<file path="config.mk">
export PLATFORM = sky130hd
export DESIGN_NAME = rip_decode_queue_flat
export DESIGN_NICKNAME = d
export VERILOG_FILES = /design/src/rtl/rip_decode_queue_pkg.sv /design/src/rtl/rip_decode_queue_if.sv /design/src/rtl/rip_decode_queue_logic.sv /design/src/rtl/rip_decode_queue.sv /design/src/flat_wrapper.sv
export SDC_FILE = /design/constraint.sdc
export NUM_CORES = 1
export LEC_CHECK = 0
export ABC_AREA = 1
export BUFFER_PORTS_ARGS = -buffer_cell sky130_fd_sc_hd__buf_2
export CORE_MARGIN = 2
export CORE_UTILIZATION = 25
export CTS_CLUSTER_DIAMETER = 120
export DETAILED_ROUTE_END_ITERATION = 12
export SYNTH_ARGS = -nofsm -noshare
export SYNTH_HDL_FRONTEND = slang
export SYNTH_SLANG_ARGS = --single-unit
</file>
<file path="constraint.sdc">
create_clock -name clk -period 12.7 [get_ports clk]
set_clock_uncertainty 0.05 [all_clocks]
set_input_delay 2.54 -clock clk [delete_from_list [all_inputs] [get_ports clk]]
set_output_delay 2.54 -clock clk [all_outputs]
set_load 0.1 [all_outputs]
</file>
<file path="src/rtl/rip_decode_queue_pkg.sv">
// Shared types for the RV32I decode queue: the inst_t flag set, the decoded bundle and opcode constants.
// Latency: none (type and constant definitions only).
// Backpressure: not applicable. The optional macro RIP_M_EXT_EN only changes decoding; these fields exist in both builds.
package rip_common;

   // The widest PC the bundle can carry. The queue truncates this to its own PC_WIDTH.
   localparam int PC_W_MAX = 32;

   localparam logic [6:0] OPC_LOAD     = 7'b0000011;
   localparam logic [6:0] OPC_STORE    = 7'b0100011;
   localparam logic [6:0] OPC_OP       = 7'b0110011;
   localparam logic [6:0] OPC_OP_IMM   = 7'b0010011;
   localparam logic [6:0] OPC_BRANCH   = 7'b1100011;
   localparam logic [6:0] OPC_JAL      = 7'b1101111;
   localparam logic [6:0] OPC_JALR     = 7'b1100111;
   localparam logic [6:0] OPC_LUI      = 7'b0110111;
   localparam logic [6:0] OPC_AUIPC    = 7'b0010111;
   localparam logic [6:0] OPC_SYSTEM   = 7'b1110011;
   localparam logic [6:0] OPC_MISC_MEM = 7'b0001111;

   localparam logic [6:0] FUNCT7_ZERO = 7'b0000000;
   localparam logic [6:0] FUNCT7_ALT  = 7'b0100000;
   localparam logic [6:0] FUNCT7_M    = 7'b0000001;

   // One-hot instruction flags followed by the pipeline-control flags.
   typedef struct packed {
      logic LUI, AUIPC, JAL, JALR;
      logic BEQ, BNE, BLT, BGE, BLTU, BGEU;
      logic LB, LH, LW, LBU, LHU;
      logic SB, SH, SW;
      logic ADDI, SLTI, SLTIU, XORI, ORI, ANDI, SLLI, SRLI, SRAI;
      logic ADD, SUB, SLL, SLT, SLTU, XOR, SRL, SRA, OR, AND;
      logic FENCE, ECALL, EBREAK, MRET;
      logic CSRRW, CSRRS, CSRRC, CSRRWI, CSRRSI, CSRRCI;
      logic MUL, MULH, MULHSU, MULHU, DIV, DIVU, REM, REMU;
      logic UPDATE_REG, UPDATE_CSR, UPDATE_PC, ACCESS_MEM;
   } inst_t;

   typedef struct packed {
      logic [PC_W_MAX-1:0] pc;
      logic [4:0]          rs1;
      logic [4:0]          rs2;
      logic [4:0]          rd;
      logic [11:0]         csr;
      logic [4:0]          zimm;
      logic [31:0]         imm;
      inst_t               inst;
      logic                illegal;
   } dec_bundle_t;

endpackage

</file>
<file path="src/rtl/rip_decode_queue_if.sv">
// Fetch-side and execute-side signals of the decode queue grouped in one bundle.
// Latency: none (wiring only).
// Backpressure: in_ready from the slave side, out_ready from the master side.
interface rip_decode_queue_if #(parameter int PC_WIDTH = 32, parameter int DEPTH = 2);
   import rip_common::*;

   logic                     flush;
   logic                     in_valid;
   logic                     in_ready;
   logic [31:0]              in_inst_code;
   logic [PC_WIDTH-1:0]      in_pc;
   logic                     out_valid;
   logic                     out_ready;
   logic [PC_WIDTH-1:0]      out_pc;
   logic [4:0]               out_rs1_num;
   logic [4:0]               out_rs2_num;
   logic [4:0]               out_rd_num;
   logic [11:0]              out_csr_num;
   logic [4:0]               out_csr_zimm;
   logic [31:0]              out_imm;
   inst_t                    out_inst;
   logic                     out_illegal;
   logic [$clog2(DEPTH):0]   count;

   // The decode queue's view.
   modport slave (
      input  flush, in_valid, in_inst_code, in_pc, out_ready,
      output in_ready, out_valid, out_pc, out_rs1_num, out_rs2_num, out_rd_num,
             out_csr_num, out_csr_zimm, out_imm, out_inst, out_illegal, count
   );

   // The fetch/execute (or bench) view.
   modport master (
      output flush, in_valid, in_inst_code, in_pc, out_ready,
      input  in_ready, out_valid, out_pc, out_rs1_num, out_rs2_num, out_rd_num,
             out_csr_num, out_csr_zimm, out_imm, out_inst, out_illegal, count
   );
endinterface

</file>
<file path="src/rtl/rip_decode_queue_logic.sv">
// Combinational RV32I decoder: raw instruction + PC in, decoded bundle out (M extension under RIP_M_EXT_EN).
// Latency: zero cycles, purely combinational.
// Backpressure: none; the caller decides when the bundle is captured.
module rip_decode_logic
   import rip_common::*;
(
   input  logic [31:0]         i_inst_code,
   input  logic [PC_W_MAX-1:0] i_pc,
   output dec_bundle_t         o_bundle
);
   logic [6:0]  w_opc, w_f7;
   logic [2:0]  w_f3;
   logic [31:0] w_imm_i, w_imm_s, w_imm_b, w_imm_u, w_imm_j, w_imm_sh;
   inst_t       w_inst;
   logic [31:0] w_imm;
   logic [11:0] w_csr;
   logic [4:0]  w_zimm;
   logic        w_use_rd, w_use_rs1, w_use_rs2, w_illegal;
   logic [4:0]  w_rd;

   assign w_opc    = i_inst_code[6:0];
   assign w_f3     = i_inst_code[14:12];
   assign w_f7     = i_inst_code[31:25];
   assign w_imm_i  = {{20{i_inst_code[31]}}, i_inst_code[31:20]};
   assign w_imm_s  = {{20{i_inst_code[31]}}, i_inst_code[31:25], i_inst_code[11:7]};
   assign w_imm_b  = {{19{i_inst_code[31]}}, i_inst_code[31], i_inst_code[7],
                      i_inst_code[30:25], i_inst_code[11:8], 1'b0};
   assign w_imm_u  = {i_inst_code[31:12], 12'b0};
   assign w_imm_j  = {{11{i_inst_code[31]}}, i_inst_code[31], i_inst_code[19:12],
                      i_inst_code[20], i_inst_code[30:21], 1'b0};
   assign w_imm_sh = {27'b0, i_inst_code[24:20]};

   // Match the encoding to one flag, then derive legality, gated fields and control flags.
   always_comb begin
      w_inst    = '0;
      w_imm     = '0;
      w_csr     = '0;
      w_zimm    = '0;
      w_use_rd  = 1'b0;
      w_use_rs1 = 1'b0;
      w_use_rs2 = 1'b0;
      case (w_opc)
         OPC_LUI:   begin w_inst.LUI = 1'b1;   w_imm = w_imm_u; w_use_rd = 1'b1; end
         OPC_AUIPC: begin w_inst.AUIPC = 1'b1; w_imm = w_imm_u; w_use_rd = 1'b1; end
         OPC_JAL:   begin w_inst.JAL = 1'b1;   w_imm = w_imm_j; w_use_rd = 1'b1; end
         OPC_JALR: begin
            w_inst.JALR = (w_f3 == 3'b000);
            w_imm = w_imm_i; w_use_rd = 1'b1; w_use_rs1 = 1'b1;
         end
         OPC_BRANCH: begin
            w_imm = w_imm_b; w_use_rs1 = 1'b1; w_use_rs2 = 1'b1;
            case (w_f3)
               3'b000:  w_inst.BEQ  = 1'b1;
               3'b001:  w_inst.BNE  = 1'b1;
               3'b100:  w_inst.BLT  = 1'b1;
               3'b101:  w_inst.BGE  = 1'b1;
               3'b110:  w_inst.BLTU = 1'b1;
               3'b111:  w_inst.BGEU = 1'b1;
               default: ;
            endcase
         end
         OPC_LOAD: begin
            w_imm = w_imm_i; w_use_rd = 1'b1; w_use_rs1 = 1'b1;
            case (w_f3)
               3'b000:  w_inst.LB  = 1'b1;
               3'b001:  w_inst.LH  = 1'b1;
               3'b010:  w_inst.LW  = 1'b1;
               3'b100:  w_inst.LBU = 1'b1;
               3'b101:  w_inst.LHU = 1'b1;
               default: ;
            endcase
         end
         OPC_STORE: begin
            w_imm = w_imm_s; w_use_rs1 = 1'b1; w_use_rs2 = 1'b1;
            case (w_f3)
               3'b000:  w_inst.SB = 1'b1;
               3'b001:  w_inst.SH = 1'b1;
               3'b010:  w_inst.SW = 1'b1;
               default: ;
            endcase
         end
         OPC_OP_IMM: begin
            w_imm = w_imm_i; w_use_rd = 1'b1; w_use_rs1 = 1'b1;
            case (w_f3)
               3'b000: w_inst.ADDI  = 1'b1;
               3'b010: w_inst.SLTI  = 1'b1;
               3'b011: w_inst.SLTIU = 1'b1;
               3'b100: w_inst.XORI  = 1'b1;
               3'b110: w_inst.ORI   = 1'b1;
               3'b111: w_inst.ANDI  = 1'b1;
               3'b001: begin
                  w_imm = w_imm_sh;
                  w_inst.SLLI = (w_f7 == FUNCT7_ZERO);
               end
               default: begin
                  w_imm = w_imm_sh;
                  w_inst.SRLI = (w_f7 == FUNCT7_ZERO);
                  w_inst.SRAI = (w_f7 == FUNCT7_ALT);
               end
            endcase
         end
         OPC_OP: begin
            w_use_rd = 1'b1; w_use_rs1 = 1'b1; w_use_rs2 = 1'b1;
            if (w_f7 == FUNCT7_ZERO) begin
               case (w_f3)
                  3'b000:  w_inst.ADD  = 1'b1;
                  3'b001:  w_inst.SLL  = 1'b1;
                  3'b010:  w_inst.SLT  = 1'b1;
                  3'b011:  w_inst.SLTU = 1'b1;
                  3'b100:  w_inst.XOR  = 1'b1;
                  3'b101:  w_inst.SRL  = 1'b1;
                  3'b110:  w_inst.OR   = 1'b1;
                  default: w_inst.AND  = 1'b1;
               endcase
            end else if (w_f7 == FUNCT7_ALT) begin
               w_inst.SUB = (w_f3 == 3'b000);
               w_inst.SRA = (w_f3 == 3'b101);
            end
`ifdef RIP_M_EXT_EN
            else if (w_f7 == FUNCT7_M) begin
               case (w_f3)
                  3'b000:  w_inst.MUL    = 1'b1;
                  3'b001:  w_inst.MULH   = 1'b1;
                  3'b010:  w_inst.MULHSU = 1'b1;
                  3'b011:  w_inst.MULHU  = 1'b1;
                  3'b100:  w_inst.DIV    = 1'b1;
                  3'b101:  w_inst.DIVU   = 1'b1;
                  3'b110:  w_inst.REM    = 1'b1;
                  default: w_inst.REMU   = 1'b1;
               endcase
            end
`endif
         end
         OPC_MISC_MEM: w_inst.FENCE = (w_f3 == 3'b000);
         OPC_SYSTEM: begin
            if (w_f3 == 3'b000) begin
               w_inst.ECALL  = (i_inst_code == 32'h0000_0073);
               w_inst.EBREAK = (i_inst_code == 32'h0010_0073);
               w_inst.MRET   = (i_inst_code == 32'h3020_0073);
            end else if (w_f3 != 3'b100) begin
               w_csr     = i_inst_code[31:20];
               w_use_rd  = 1'b1;
               w_use_rs1 = !w_f3[2];
               w_zimm    = w_f3[2] ? i_inst_code[19:15] : 5'd0;
               case (w_f3)
                  3'b001:  w_inst.CSRRW  = 1'b1;
                  3'b010:  w_inst.CSRRS  = 1'b1;
                  3'b011:  w_inst.CSRRC  = 1'b1;
                  3'b101:  w_inst.CSRRWI = 1'b1;
                  3'b110:  w_inst.CSRRSI = 1'b1;
                  default: w_inst.CSRRCI = 1'b1;
               endcase
            end
         end
         default: ;
      endcase

      // An encoding is legal exactly when it raised one instruction flag.
      w_illegal = (w_inst == '0);
      if (w_illegal) begin
         w_imm     = '0;
         w_csr     = '0;
         w_zimm    = '0;
         w_use_rd  = 1'b0;
         w_use_rs1 = 1'b0;
         w_use_rs2 = 1'b0;
      end
      w_rd = w_use_rd ? i_inst_code[11:7] : 5'd0;

      w_inst.UPDATE_REG = (w_rd != 5'd0) && !w_illegal;
      w_inst.UPDATE_CSR = (w_opc == OPC_SYSTEM) && (w_f3 != 3'b000) && !w_illegal;
      w_inst.UPDATE_PC  = w_inst.JAL | w_inst.JALR | w_inst.BEQ | w_inst.BNE | w_inst.BLT |
                          w_inst.BGE | w_inst.BLTU | w_inst.BGEU | w_inst.ECALL |
                          w_inst.EBREAK | w_inst.MRET;
      w_inst.ACCESS_MEM = w_inst.LB | w_inst.LH | w_inst.LW | w_inst.LBU | w_inst.LHU |
                          w_inst.SB | w_inst.SH | w_inst.SW;
   end

   assign o_bundle.pc      = i_pc;
   assign o_bundle.rs1     = w_use_rs1 ? i_inst_code[19:15] : 5'd0;
   assign o_bundle.rs2     = w_use_rs2 ? i_inst_code[24:20] : 5'd0;
   assign o_bundle.rd      = w_rd;
   assign o_bundle.csr     = w_csr;
   assign o_bundle.zimm    = w_zimm;
   assign o_bundle.imm     = w_imm;
   assign o_bundle.inst    = w_inst;
   assign o_bundle.illegal = w_illegal;
endmodule

</file>
<file path="src/rtl/rip_decode_queue.sv">
// Decode stage with a DEPTH-entry FIFO of decoded bundles between fetch and execute (M ext via RIP_M_EXT_EN).
// Latency: a push into an empty queue is visible at the head one edge later; no combinational pass-through.
// Backpressure: in_ready = !full from registered count; flush drops the queue and any same-cycle push/pop.
module rip_decode_queue
   import rip_common::*;
#(
   parameter int DEPTH    = 2,
   parameter int PC_WIDTH = 32
) (
   input  logic               clk,
   input  logic               rst,
   rip_decode_queue_if.slave  q
);
   localparam int AW = $clog2(DEPTH);

   dec_bundle_t  w_dec;
   dec_bundle_t  w_head;
   dec_bundle_t  r_mem [DEPTH];
   logic [AW-1:0] r_wptr, r_rptr;
   logic [AW:0]   r_count;
   logic          w_full, w_empty, w_push, w_pop;

   rip_decode_logic u_dec (
      .i_inst_code (q.in_inst_code),
      .i_pc        (PC_W_MAX'(q.in_pc)),
      .o_bundle    (w_dec)
   );

   assign w_full  = (r_count == (AW+1)'(DEPTH));
   assign w_empty = (r_count == '0);
   assign w_push  = q.in_valid && !w_full && !q.flush;
   assign w_pop   = !w_empty && q.out_ready && !q.flush;

   // Capture the freshly decoded bundle; entries are only read while counted valid.
   always_ff @(posedge clk) begin
      if (w_push) r_mem[r_wptr] <= w_dec;
   end

   // Pointers and occupancy; flush empties the queue ahead of any push or pop.
   always_ff @(posedge clk or posedge rst) begin
      if (rst) begin
         r_wptr  <= '0;
         r_rptr  <= '0;
         r_count <= '0;
      end else if (q.flush) begin
         r_wptr  <= '0;
         r_rptr  <= '0;
         r_count <= '0;
      end else begin
         if (w_push) r_wptr <= r_wptr + 1'b1;
         if (w_pop)  r_rptr <= r_rptr + 1'b1;
         case ({w_push, w_pop})
            2'b10:   r_count <= r_count + 1'b1;
            2'b01:   r_count <= r_count - 1'b1;
            default: r_count <= r_count;
         endcase
      end
   end

   assign w_head = w_empty ? '0 : r_mem[r_rptr];

   assign q.in_ready     = !w_full;
   assign q.out_valid    = !w_empty;
   assign q.count        = r_count;
   assign q.out_pc       = PC_WIDTH'(w_head.pc);
   assign q.out_rs1_num  = w_head.rs1;
   assign q.out_rs2_num  = w_head.rs2;
   assign q.out_rd_num   = w_head.rd;
   assign q.out_csr_num  = w_head.csr;
   assign q.out_csr_zimm = w_head.zimm;
   assign q.out_imm      = w_head.imm;
   assign q.out_inst     = w_head.inst;
   assign q.out_illegal  = w_head.illegal;
endmodule

</file>
<file path="src/flat_wrapper.sv">
// flat-port wrapper written by rule: the top's interface ports become plain ports
module rip_decode_queue_flat import rip_common::*;
#(
   parameter int DEPTH    = 2,
   parameter int PC_WIDTH = 32
)
  (clk, rst, q_flush, q_in_valid, q_in_inst_code, q_in_pc, q_out_ready, q_in_ready, q_out_valid, q_out_pc, q_out_rs1_num, q_out_rs2_num, q_out_rd_num, q_out_csr_num, q_out_csr_zimm, q_out_imm, q_out_inst, q_out_illegal, q_count);
  rip_decode_queue_if #(.PC_WIDTH(PC_WIDTH), .DEPTH(DEPTH)) q_i ();
  input  logic clk;
  input  logic rst;
  input wire logic [$bits(q_i.flush)-1:0] q_flush;
  input wire logic [$bits(q_i.in_valid)-1:0] q_in_valid;
  input wire logic [$bits(q_i.in_inst_code)-1:0] q_in_inst_code;
  input wire logic [$bits(q_i.in_pc)-1:0] q_in_pc;
  input wire logic [$bits(q_i.out_ready)-1:0] q_out_ready;
  output wire logic [$bits(q_i.in_ready)-1:0] q_in_ready;
  output wire logic [$bits(q_i.out_valid)-1:0] q_out_valid;
  output wire logic [$bits(q_i.out_pc)-1:0] q_out_pc;
  output wire logic [$bits(q_i.out_rs1_num)-1:0] q_out_rs1_num;
  output wire logic [$bits(q_i.out_rs2_num)-1:0] q_out_rs2_num;
  output wire logic [$bits(q_i.out_rd_num)-1:0] q_out_rd_num;
  output wire logic [$bits(q_i.out_csr_num)-1:0] q_out_csr_num;
  output wire logic [$bits(q_i.out_csr_zimm)-1:0] q_out_csr_zimm;
  output wire logic [$bits(q_i.out_imm)-1:0] q_out_imm;
  output wire logic [$bits(q_i.out_inst)-1:0] q_out_inst;
  output wire logic [$bits(q_i.out_illegal)-1:0] q_out_illegal;
  output wire logic [$bits(q_i.count)-1:0] q_count;
  assign q_i.flush = q_flush;
  assign q_i.in_valid = q_in_valid;
  assign q_i.in_inst_code = q_in_inst_code;
  assign q_i.in_pc = q_in_pc;
  assign q_i.out_ready = q_out_ready;
  assign q_in_ready = q_i.in_ready;
  assign q_out_valid = q_i.out_valid;
  assign q_out_pc = q_i.out_pc;
  assign q_out_rs1_num = q_i.out_rs1_num;
  assign q_out_rs2_num = q_i.out_rs2_num;
  assign q_out_rd_num = q_i.out_rd_num;
  assign q_out_csr_num = q_i.out_csr_num;
  assign q_out_csr_zimm = q_i.out_csr_zimm;
  assign q_out_imm = q_i.out_imm;
  assign q_out_inst = q_i.out_inst;
  assign q_out_illegal = q_i.out_illegal;
  assign q_count = q_i.count;
  rip_decode_queue #(.DEPTH(DEPTH), .PC_WIDTH(PC_WIDTH)) u_core (.clk(clk), .rst(rst), .q(q_i));
endmodule
</file>
==> impl_results.md <==
* Filler cell count at 5243
* Layout cells sized above 1 at 22.4%
* RSZ-0062 raised after global routing: false
* EDFF count, synth at 296
* All-Layer GR Usage at 13.9%
* Min Hold Slack at 0.593 ns
* TritonCTS clock tree: built
* NumNets Final at roughly 1500
* Endpoints failing setup at 0
* Syn Area/Cell at about 11 µm²
* Largest net degree at the start of global routing at 83
* Crit end category: output pin
* WL/cell at 18.0 µm
* Net Sw Frac at 52.2%
* Upper clock frequency limit at 157 MHz
* Maximum VDD drop at 0.164 mV
* Placer Congestion at 0.912
* Post_cts resized at 0
* Arrival time worst endpoint at 3.77 ns
* Min Tclk post-route at about 6.4 ns
* Sequential fraction of the synthesis area at a little over two thirds
* PwrDens at 267 nW/µm²
* Via count at around 9400
* Classification of the worst setup path: flop to output pin
* Most common cell after layout, fill and taps aside: nand2_1
* Slew HR at 29.2%
* Netlist Area Pre-Place at 12900 µm²
* Initial Utilization at 25.2%
* Crit path max-delay family: buffers and inverters
* Static Leak at about 6.3 nW
* Clock share of power at 24.1%
* Dpl hpwl at 25700 µm
* Total Neg Setup Slack at 0 ns
* Vias/cell at roughly 4.4
* Clock Tree Buf Depth at 3
* Outcome: complete, no violations
* Yosys warnings at 0
* Chip Width at 231 µm
* Setup ws final at 6.34 ns
* Number of global-route vias before repair at 8856
* Final Max Tran Viols at 0
* CP max-delay cell: buf_4
* Pre-CTS setup slack at ~7 ns
* Gr ovfl total at 0
* Later-pin clock latency in the skew report at 0.53 ns
* Clk slew on worst S/H paths at roughly 0.060 ns
* Most frequent cells in the layout: 377 x nand2_1, 296 x edfxtp_1, 220 x buf_2
* Cell Rows at 83
* Crit path cell chain: inv_4 > buf_4 > nand2_1 > a21oi_1 > buf_2
* Clock sinks at 300
* Dpl cell area at between 10000 and 15000 µm²
* Max Cap Viol at 0
* Core Region at 51100 µm²
* Crit path max fanout at 82
* Buf/Inv on CP at 3
* Slew at the pin with the worst max-slew slack at 1.06 ns
* Die footprint at 53300 µm²
* DRT iter0 DRCs at 764
* CP required at 10.11 ns
* IO Count at 229
* CTS Root Cell: clkbuf_16
* Final WL at 38200 µm
* Synth Instances at 1214
* Net switching power figure at approximately 0.0022 W
* Global-route wire length before repair at 55200 µm
* Final ANT Viol Nets at 0
* DR DRC count at 0
* H-tree levels at 2
* Gate power share at around 48%
* CTS buffer count at 34
* 1st-pass router iterations at 5
* Vert. Die Dim at 231 µm
* Initial antenna violation count at 3
* Seq cells post-synth at 300
* Critical Path Start Type: flop
* Post-CTS setup buffers at 0
* Int Power at 0.00202 W
* Seq pwr share at between 20 and 30%
* Synth Flop Type: edfxtp_1
* Max stage delay on crit path at 0.84 ns
* Synth unique cells at 30
* Final Cell Area at 15800 µm²
* FFs w/ async S/R, synth at 1.33%
* Cts hold-fix bufs at 0
* # port buffers at 220
* Final Hold Viols at 0
* Min-delay worst type: flop to flop
* Synth-to-Final Area Change at 22.9%
* Final period util at 50.1%
state kept, by name, summed over array words and instances (netlist names):
signal / count
u_core.r_mem: 296
u_core.r_rptr: 1
u_core.r_wptr: 1
u_core.q.count: 2
cell usage after synthesis, types with 2 or more instances:
cell type	count	area, µm²
o22ai_1	2	12.5
buf_1	8	30.0
edfxtp_1	296	8890
buf_6	2	22.5
a21oi_1	172	861
nand2_2	5	31.3
nand4_1	3	18.8
clkbuf_1	43	161
buf_2	4	20.0
dfrtp_1	4	100
o21ai_1	5	25.0
nor2_2	20	125
nand2_1	377	1420
a22oi_1	5	37.5
buf_4	8	60.1
nand3_1	25	125
o21ai_0	6	30.0
nor2_1	135	507
inv_1	70	263
nor2_4	2	22.5
inv_2	13	48.8
worst reg2reg max path, cell delays in order (launching register included):
cell	delay (ns)
dfrtp_1	0.43
inv_1	0.10
nand2_1	0.11
nand2_1	0.08
nor2_1	0.13
inv_1	0.12
nor2_4	0.41
buf_4	0.80
path summary, 6_finish.rpt:
kind	cells past startpoint	end	startpoint	slack, ns
setup / recovery	5	q_out_inst[26]	u_core.r_rptr	6.34
hold / removal	2	u_core.r_wptr	u_core.r_wptr	0.59
setup reg to reg	7	u_core.r_mem[1][70]	u_core.q.count[0]	9.95
hold reg to reg	2	u_core.r_wptr	u_core.r_wptr	0.59
max in group asynchronous	2	u_core.r_rptr	rst	10.59
min in group asynchronous	2	u_core.q.count[0]	rst	1.83
metal layers:
layer  vias to the layer above  part of all wire, %  global-route usage [%]
li1                       4483                    -                       -
met1                      4501                   44                    18.6
met4                         2                  2.7                    4.94
met3                        60                  6.8                    3.33
met5                         -                0.031                       0
met2                       313                   47                    22.0
metrics by stage:
step           utilization, %  cells  total power [W]
2_1_floorplan               -   1221          0.00289
3_3_place_gp             28.7   2065          0.00324
3_5_place_dp             28.7   2065          0.00324
4_1_cts                  30.9   2124          0.00427
5_1_grt                  31.0   2126          0.00437
6_report                 31.0   2126          0.00422
kinds of logic (layout without fill, tap and decap cells):
logic type	count (synthesis)	in the layout	share of synthesized area [%]
AOI/OAI and AO/OA	193	193	7.69
xor gates and xnor gates	1	1	0.0681
buffers and inverters	149	372	4.74
DFF	300	300	69.9
other	1	10	0.0291
and+or+nand+nor	570	570	17.6
area by class of cell:
type | count | area, µm² | share of cell area, %
Tap cell | 680 | 851 | 5.38
Timing Repair Buffer | 229 | 1170 | 7.39
Inverter | 84 | 318 | 2.01
Clock inverter | 18 | 223 | 1.41
Clock buffer | 41 | 941 | 5.95
Sequential cell | 300 | 8990 | 56.9
Antenna cell | 2 | 5.00 | 0.0316
Multi-Input combinational cell | 772 | 3320 | 21.0
power by group through the flow:
stage	logic, W	clock network (W)	registers (W)
detailed placement	0.00203	0	0.00122
global placement	0.00202	0	0.00121
global route	0.00209	0.00108	0.00120
finish	0.00201	0.00102	0.00120
CTS	0.00203	0.00105	0.00120
floorplan	0.00166	0	0.00123
(Power assumes the default switching activity.)
